File: config.mk
export PLATFORM = sky130hd
export DESIGN_NAME = quotient_bcd_converter
export DESIGN_NICKNAME = d
export VERILOG_FILES = /design/src/rtl/divider_pkg.sv /design/src/rtl/bcd_digit_adjust.sv /design/src/rtl/quotient_bcd_converter.sv
export SDC_FILE = /design/constraint.sdc
export NUM_CORES = 1
export LEC_CHECK = 0
export ABC_AREA = 1
export CORE_UTILIZATION = 50
export DETAILED_ROUTE_END_ITERATION = 6
export GPL_ROUTABILITY_DRIVEN = 0
export GPL_TIMING_DRIVEN = 0
export PLACE_DENSITY = 0.74
export SYNTH_ARGS = -nofsm -noshare
export SYNTH_HDL_FRONTEND = slang
export SYNTH_SLANG_ARGS = --single-unit
File: constraint.sdc
create_clock -name clk -period 1.7 [get_ports clk]
set_input_delay 0.425 -clock clk [delete_from_list [all_inputs] [get_ports clk]]
set_output_delay 0.425 -clock clk [all_outputs]
set_load 0.005 [all_outputs]
File: src/rtl/divider_pkg.sv
// Shared types and constants for the quotient-to-BCD converter.
// Seven-segment patterns are active-low {g,f,e,d,c,b,a}.
package divider_pkg;

  localparam int unsigned WORD_LENGTH_DEFAULT = 16;

  typedef enum logic [1:0] {
    IDLE,
    SHIFT,
    DONE
  } state_t;

  localparam logic [6:0] SEG_0 = 7'b1000000;
  localparam logic [6:0] SEG_1 = 7'b1111001;
  localparam logic [6:0] SEG_2 = 7'b0100100;
  localparam logic [6:0] SEG_3 = 7'b0110000;
  localparam logic [6:0] SEG_4 = 7'b0011001;
  localparam logic [6:0] SEG_5 = 7'b0010010;
  localparam logic [6:0] SEG_6 = 7'b0000010;
  localparam logic [6:0] SEG_7 = 7'b1111000;
  localparam logic [6:0] SEG_8 = 7'b0000000;
  localparam logic [6:0] SEG_9 = 7'b0010000;
  localparam logic [6:0] SEG_BLANK = 7'b1111111;

  function automatic logic [6:0] seg_encode(input logic [3:0] digit);
    logic [6:0] pat;
    case (digit)
      4'd0:    pat = SEG_0;
      4'd1:    pat = SEG_1;
      4'd2:    pat = SEG_2;
      4'd3:    pat = SEG_3;
      4'd4:    pat = SEG_4;
      4'd5:    pat = SEG_5;
      4'd6:    pat = SEG_6;
      4'd7:    pat = SEG_7;
      4'd8:    pat = SEG_8;
      4'd9:    pat = SEG_9;
      default: pat = SEG_BLANK;
    endcase
    return pat;
  endfunction

endpackage

File: src/rtl/bcd_digit_adjust.sv
// Double-dabble digit correction: add 3 to a BCD digit of 5 or more.
module bcd_digit_adjust (
  input  logic [3:0] i_digit,
  output logic [3:0] o_digit
);

  always_comb begin
    o_digit = (i_digit >= 4'd5) ? (i_digit + 4'd3) : i_digit;
  end

endmodule

File: src/rtl/quotient_bcd_converter.sv
// Sequential double-dabble binary-to-BCD converter, one bit per clock.
// Optional macro BCD_SEVEN_SEG_EN adds a registered active-low seven-segment output.
module quotient_bcd_converter
  import divider_pkg::*;
#(
  parameter int unsigned WORD_LENGTH = WORD_LENGTH_DEFAULT,
  parameter int unsigned DIGITS      = 5
) (
  input  logic                     clk,
  input  logic                     reset,
  input  logic                     start,
  input  logic [WORD_LENGTH-1:0]   data_in,
  output logic                     ready,
  output logic                     done,
  output logic [4*DIGITS-1:0]      bcd
`ifdef BCD_SEVEN_SEG_EN
  ,
  output logic [7*DIGITS-1:0]      seg
`endif
);

  localparam int unsigned CW = $clog2(WORD_LENGTH + 1);

  state_t                 r_state;
  logic [CW-1:0]          r_count;
  logic [WORD_LENGTH-1:0] r_shift;
  logic [4*DIGITS-1:0]    r_scratch;
  logic [4*DIGITS-1:0]    w_adj;
  logic [4*DIGITS-1:0]    w_shifted;

  for (genvar g = 0; g < DIGITS; g++) begin : g_adj
    bcd_digit_adjust u_adj (
      .i_digit(r_scratch[4*g +: 4]),
      .o_digit(w_adj[4*g +: 4])
    );
  end

  // Scratch after correction, with the next binary MSB shifted in at the bottom.
  always_comb begin
    w_shifted = (w_adj << 1) | {{(4*DIGITS-1){1'b0}}, r_shift[WORD_LENGTH-1]};
  end

`ifdef BCD_SEVEN_SEG_EN
  logic [7*DIGITS-1:0] w_seg_next;

  always_comb begin
    w_seg_next = '0;
    for (int unsigned i = 0; i < DIGITS; i++) begin
      w_seg_next[7*i +: 7] = seg_encode(w_shifted[4*i +: 4]);
    end
  end
`endif

  always_ff @(posedge clk) begin
    if (!reset) begin
      r_state   <= IDLE;
      r_count   <= '0;
      r_shift   <= '0;
      r_scratch <= '0;
      ready     <= 1'b1;
      done      <= 1'b0;
      bcd       <= '0;
`ifdef BCD_SEVEN_SEG_EN
      for (int unsigned i = 0; i < DIGITS; i++) begin
        seg[7*i +: 7] <= SEG_0;
      end
`endif
    end else begin
      case (r_state)
        IDLE: begin
          done <= 1'b0;
          if (start) begin
            r_shift   <= data_in;
            r_scratch <= '0;
            r_count   <= CW'(WORD_LENGTH);
            ready     <= 1'b0;
            r_state   <= SHIFT;
          end
        end
        SHIFT: begin
          r_scratch <= w_shifted;
          r_shift   <= r_shift << 1;
          r_count   <= r_count - 1'b1;
          if (r_count == CW'(1)) begin
            bcd     <= w_shifted;
`ifdef BCD_SEVEN_SEG_EN
            seg     <= w_seg_next;
`endif
            r_state <= DONE;
          end
        end
        DONE: begin
          done    <= 1'b1;
          ready   <= 1'b1;
          r_state <= IDLE;
        end
        default: r_state <= IDLE;
      endcase
    end
  end

endmodule

==> flow_metrics.env, run 1 <==
export IMPL_synth_top_area_cell="dfxtp_1"
export IMPL_synthArstFlopShare=0
export IMPL_required_ns=1.27
export IMPL_avgSynthCellArea_um2=6.97
export IMPL_critPathLaunchType="flip-flop"
export IMPL_rows=28
export IMPL_ys_seq_elements=65
export IMPL_num_fill_cells=561
export IMPL_syn2layout_area_growth_pct=23.0
export IMPL_cts_buffers=9
export IMPL_gr_usage_all_layers=0.245
export IMPL_period_needed_ns=1.62
export IMPL_synth_nets=469
export IMPL_rrSetupSlack_ns=0.14
export IMPL_fin_nets=520
export IMPL_crit_type="flip-flop to output pin"
export IMPL_grt_first_pass_wirelength_um=11900
export IMPL_grt_ovfl_total=0
export IMPL_hold_buffers=0
export IMPL_cts_tree="yes"
export IMPL_drtIter0Drc=128
export IMPL_synth_flop_cell="dfxtp_1"
export IMPL_finalSetupViolCount=0
export IMPL_antenna_found_initial=0
export IMPL_path_cells="clkdlybuf4s50_1"
export IMPL_die_x_um=80.1
export IMPL_drive_gt1_frac=0.0587
export IMPL_clkTransAtPathRegs_ns=0.07
export IMPL_netlist_area_um2=3050
export IMPL_numClockSinks=65
export IMPL_dp_hpwl_um=5040
export IMPL_synth_area_leaders="dfxtp_1 (43%), nand2_1 (17%), nand3_1 (7.4%)"
export IMPL_worst_pin_slew_ns=0.526
export IMPL_final_cell_count_no_fill=569
export IMPL_yosysSeqAreaShare=0.426
export IMPL_die_h_um=80.1
export IMPL_grt_max_degree=11
export IMPL_start_util=0.515
export IMPL_worstPathArrival_ns=1.20
export IMPL_fin_crit_sh=0.955
export IMPL_totalWireLength_um=7260
export IMPL_vias_per_cell=5.15
export IMPL_htree_levels=3
export IMPL_holdCritPathClass="flip-flop to flip-flop"
export IMPL_grt_setup_unrepaired="false"
export IMPL_netlist_instances=438
export IMPL_die_area_um2=6420
export IMPL_synth_top_area_frac=0.426
export IMPL_critical_path_top_delay_family="buffers and inverters"
export IMPL_slew_viol_final=0
export IMPL_hold_violations=0
export IMPL_cellLeakagePower_nw=1.63
export IMPL_power_total_mw=3.36
export IMPL_status="finished clean"
export IMPL_hp_start="r_shift[0]"
export IMPL_peakVddDrop_v=0.000523
export IMPL_boundaryPins=41
export IMPL_drc=0
export IMPL_io_buffers=40
export IMPL_fmax_mhz=616
export IMPL_cp_startpoint="done"
export IMPL_cts_path_max_buffers=2
export IMPL_cts_setup_buffers=0
export IMPL_synth_edff_count=0
export IMPL_yosys_warnings=0
export IMPL_synthDistinctLibCells=23
export IMPL_core_area_um2=5920
export IMPL_dr_pass1_iters=4
export IMPL_clock_latency_ns=0.35
export IMPL_root_buffer="clkbuf_8"
export IMPL_synth_most_common_cell="nand2_1"
export IMPL_totalNegativeSetupSlack_ns=0
export IMPL_critPathMaxFanout=2
export IMPL_slowest_stage="clkdlybuf4s50_1"
export IMPL_slew_headroom=0.649
export IMPL_clock_skew_ns=0.0140
export IMPL_critPathBufInv=1
export IMPL_avgRoutedWirePerCell_um=12.8
export IMPL_insertedDiodeCount=0
export IMPL_num_vias=2929
export IMPL_max_stage_delay_ns=0.51
export IMPL_ant_nets=0
export IMPL_p_per_area_nw_per_um2=895
export IMPL_dp_cells=553
export IMPL_rr_startpoint="r_count[1]"
export IMPL_first_global_vias=2724
export IMPL_max_cap_violations=0
export IMPL_netlist_top_cells_count="nand2_1 (140), dfxtp_1 (65), inv_1 (49)"
export IMPL_ctsResizeCount=0
export IMPL_critPathCaptureType="output pin"
-- routing by layer --
metal  share of wire  vias up  track usage
li1                -     1515            -
met2            0.48       78        0.426
met3           0.050       17       0.0432
met4           0.027        0        0.138
met5               0        -            0
met1            0.44     1319        0.282
-- final timing paths --
| kind | depth (start not counted) | to |
|---|---|---|
| setup reg to reg | 8 | bcd[15] |
| setup / recovery | 1 | done |
| hold reg to reg | 2 | r_shift[0] |
| hold / removal | 2 | r_shift[0] |
-- report_power, final --
| group | switching [mW] | internal [mW] | total (mW) |
|---|---|---|---|
| registers | 0.0337 | 1.58 | 1.61 |
| logic | 0.207 | 0.156 | 0.364 |
| clock network | 0.586 | 0.797 | 1.38 |
| total | 0.827 | 2.53 | 3.36 |
-- layout by cell type, fill, tap and decap left out, types with 12 or more instances in the layout --
cell type        netlist  layout
clkdlybuf4s50_1        0      40
a21oi_1               36      36
o21ai_0               26      26
clkbuf_8               1      13
nand3_1               45      45
dfxtp_1               65      65
nor2_1                25      25
inv_1                 49      49
ha_1                  12      12
nand2_1              140     140
-- registers in the layout (all words and copies together), names as in the netlist --
| register | cells |
|---|---|
| r_state | 2 |
| r_shift | 16 |
| ready | 1 |
| bcd | 20 |
| r_scratch | 20 |
| r_count | 5 |
| done | 1 |
-- cell type report --
cell class	instances	area (um^2)	share of cell area
plain buffers	17	113	0.0300
clock buffers	14	173	0.0460
clock inverters	2	35.0	0.00933
inverters	50	188	0.0500
multi-input cells	306	1450	0.386
flip-flops and latches	65	1300	0.347
well taps	75	93.8	0.0250
repair buffers	40	400	0.107
-- cells by family (layout without fill, tap and decap cells) --
group,Yosys count,in the layout,synth area share
fa+ha+maj,12,12,0.0492
flops,65,65,0.426
simple gates,223,223,0.304
buf+inv,67,123,0.0984
compound gates,70,70,0.119
mux,1,1,0.00328
-- stage by stage --
stage	instance area (um^2)	utilization	setup slack, ns	hold slack (ns)
4_1_cts	3750	0.634	0.0669	0.469
2_1_floorplan	3050	-	0.458	0.439
3_5_place_dp	3550	0.599	-0.255	0.457
5_1_grt	3750	0.634	0.0126	0.490
6_report	3750	0.634	0.0769	0.466
3_3_place_gp	3550	0.599	-0.250	0.451
(Power assumes the default switching activity.)
==> run 2, diff against run 1 <==
Settings changed: CELL_PAD_IN_SITES_DETAIL_PLACEMENT set to 1, CELL_PAD_IN_SITES_GLOBAL_PLACEMENT set to 1, CORE_UTILIZATION 50 to 39, PLACE_DENSITY 0.74 to 0.79, TNS_END_PERCENT set to 1.
==> run 2 against run 1 <==
  * Critical path depth stayed put
  * Clock-buffer cell count is 1 lower
  * Clock power is 14% lower
  * Clock skew is 0.0056 ns lower
  * Die area is 27% higher
  * Hold slack better by 0.0022 ns
  * Critical path type unchanged
  * Critical endpoint is now bcd[19]
  * Largest cell class unchanged
  * Largest power group unchanged
==> flow_metrics.env, run 2 (same netlist as run 1, synthesis figures left out) <==
export IMPL_status="finished clean"
export IMPL_cts_buffers=9
export IMPL_fin_util=0.506
export IMPL_hold_violations=0
export IMPL_worstPathArrival_ns=1.22
export IMPL_io_buffers=40
export IMPL_gr_usage_all_layers=0.222
export IMPL_die_x_um=90.5
export IMPL_grt_setup_unrepaired="true"
export IMPL_finalSetupViolCount=0
export IMPL_critPathCaptureType="output pin"
export IMPL_root_buffer="clkbuf_8"
export IMPL_path_cells="clkdlybuf4s50_1"
export IMPL_cts_path_max_buffers=2
export IMPL_fin_nets=520
export IMPL_first_global_vias=3086
export IMPL_max_cap_violations=0
export IMPL_syn2layout_area_growth_pct=22.8
export IMPL_insertedDiodeCount=0
export IMPL_required_ns=1.27
export IMPL_totalNegativeSetupSlack_ns=0
export IMPL_clkTransAtPathRegs_ns=0.07
export IMPL_worst_pin_slew_ns=0.536
export IMPL_dpl_worst_slack_ns=-0.293
export IMPL_p_per_area_nw_per_um2=848
export IMPL_totalWireLength_um=8470
export IMPL_avgRoutedWirePerCell_um=14.4
export IMPL_multi_input_area_um2=1450
export IMPL_final_common_cell="nand2_1"
export IMPL_htree_levels=3
export IMPL_numClockSinks=65
export IMPL_fin_crit_sh=0.966
export IMPL_top_regs="bcd (20), r_scratch (20), r_shift (16)"
export IMPL_drtIter0Drc=93
export IMPL_slew_viol_final=0
export IMPL_power_total_mw=3.18
export IMPL_fmax_mhz=609
export IMPL_num_fill_cells=960
export IMPL_period_needed_ns=1.64
export IMPL_critPathMaxFanout=2
export IMPL_hold_buffers=0
export IMPL_vias_per_cell=5.02
export IMPL_dr_pass1_iters=4
export IMPL_cts_tree="yes"
export IMPL_num_vias=2964
export IMPL_peakVddDrop_v=0.000414
export IMPL_die_h_um=90.5
export IMPL_drc=0
export IMPL_rows=31
export IMPL_setup_ws_ns=0.0570
export IMPL_die_area_um2=8180
export IMPL_crit_type="flip-flop to output pin"
export IMPL_core_area_um2=7410
export IMPL_layout_common_cells="nand2_1 (140), dfxtp_1 (65), inv_1 (49), nand3_1 (45), clkdlybuf4s50_1 (40)"
export IMPL_drive_gt1_frac=0.0570
export IMPL_clock_skew_ns=0.00833
export IMPL_start_util=0.412
export IMPL_critPathLaunchType="flip-flop"
export IMPL_slew_headroom=0.643
export IMPL_critPathBufInv=1
export IMPL_seq_area_um2=1300
export IMPL_grt_max_degree=11
export IMPL_ant_nets=0
export IMPL_grt_first_pass_wirelength_um=14400
export IMPL_clock_latency_ns=0.33
export IMPL_max_stage_delay_ns=0.51
export IMPL_boundaryPins=41
export IMPL_holdCritPathClass="flip-flop to flip-flop"
export IMPL_dp_hpwl_um=6110
export IMPL_critical_path_top_delay_family="buffers and inverters"
export IMPL_cellLeakagePower_nw=1.62
export IMPL_grt_ovfl_total=0
export IMPL_slowest_stage="clkdlybuf4s50_1"
export IMPL_antenna_found_initial=0
run 2: cell types whose count changed in the layout (fill, tap and decap cells not counted):
cell,delta
buf_2,-1
bufinv_16,-1
clkbuf_1,-2
clkbuf_2,+1
clkbuf_4,+1
clkinv_2,-1
run 2: metal layers:
layer  global-route usage  part of all wire
met1                0.270              0.48
met2                0.399              0.49
met3               0.0328             0.025
met4               0.0712             0.012
met5                    0                 0
run 2: where the power goes:
part | total [mW] | internal [mW] | switching, mW | leakage (nW)
combinational | 0.376 | 0.157 | 0.219 | 1.01
clock | 1.19 | 0.627 | 0.563 | 0.0875
sequential | 1.61 | 1.58 | 0.0344 | 0.528
run 2: what timing repair did:
action,in CTS,in global routing
setup endpoints to repair,0,11
setup buffers,0,0
resized for setup,0,3
hold endpoints to repair,0,0
run 2: area by class of cell:
| cell class | count | area share |
|---|---|---|
| Buffer | 17 | 0.0310 |
| Clock buffer | 13 | 0.0451 |
| Inverter | 50 | 0.0501 |
| Multi-Input combinational cell | 306 | 0.387 |
| Sequential cell | 65 | 0.347 |
| Tap cell | 99 | 0.0330 |
| Timing Repair Buffer | 40 | 0.107 |
run 2: final timing paths:
path	start	end	slack, ns	cells past startpoint
min	r_shift[15]	r_scratch[0]	0.47	2
max reg2reg	r_count[1]	bcd[9]	0.10	8
max	bcd[19]	bcd[19]	0.06	1
min reg2reg	r_shift[15]	r_scratch[0]	0.47	2
run 2: per-stage QoR:
stage	std cells	hold slack [ns]	cell area, um^2
finish	590	0.468	3750
floorplan	438	0.439	3050
global route	590	0.497	3750
global placement	577	0.449	3580
CTS	590	0.472	3740
detailed placement	577	0.460	3580
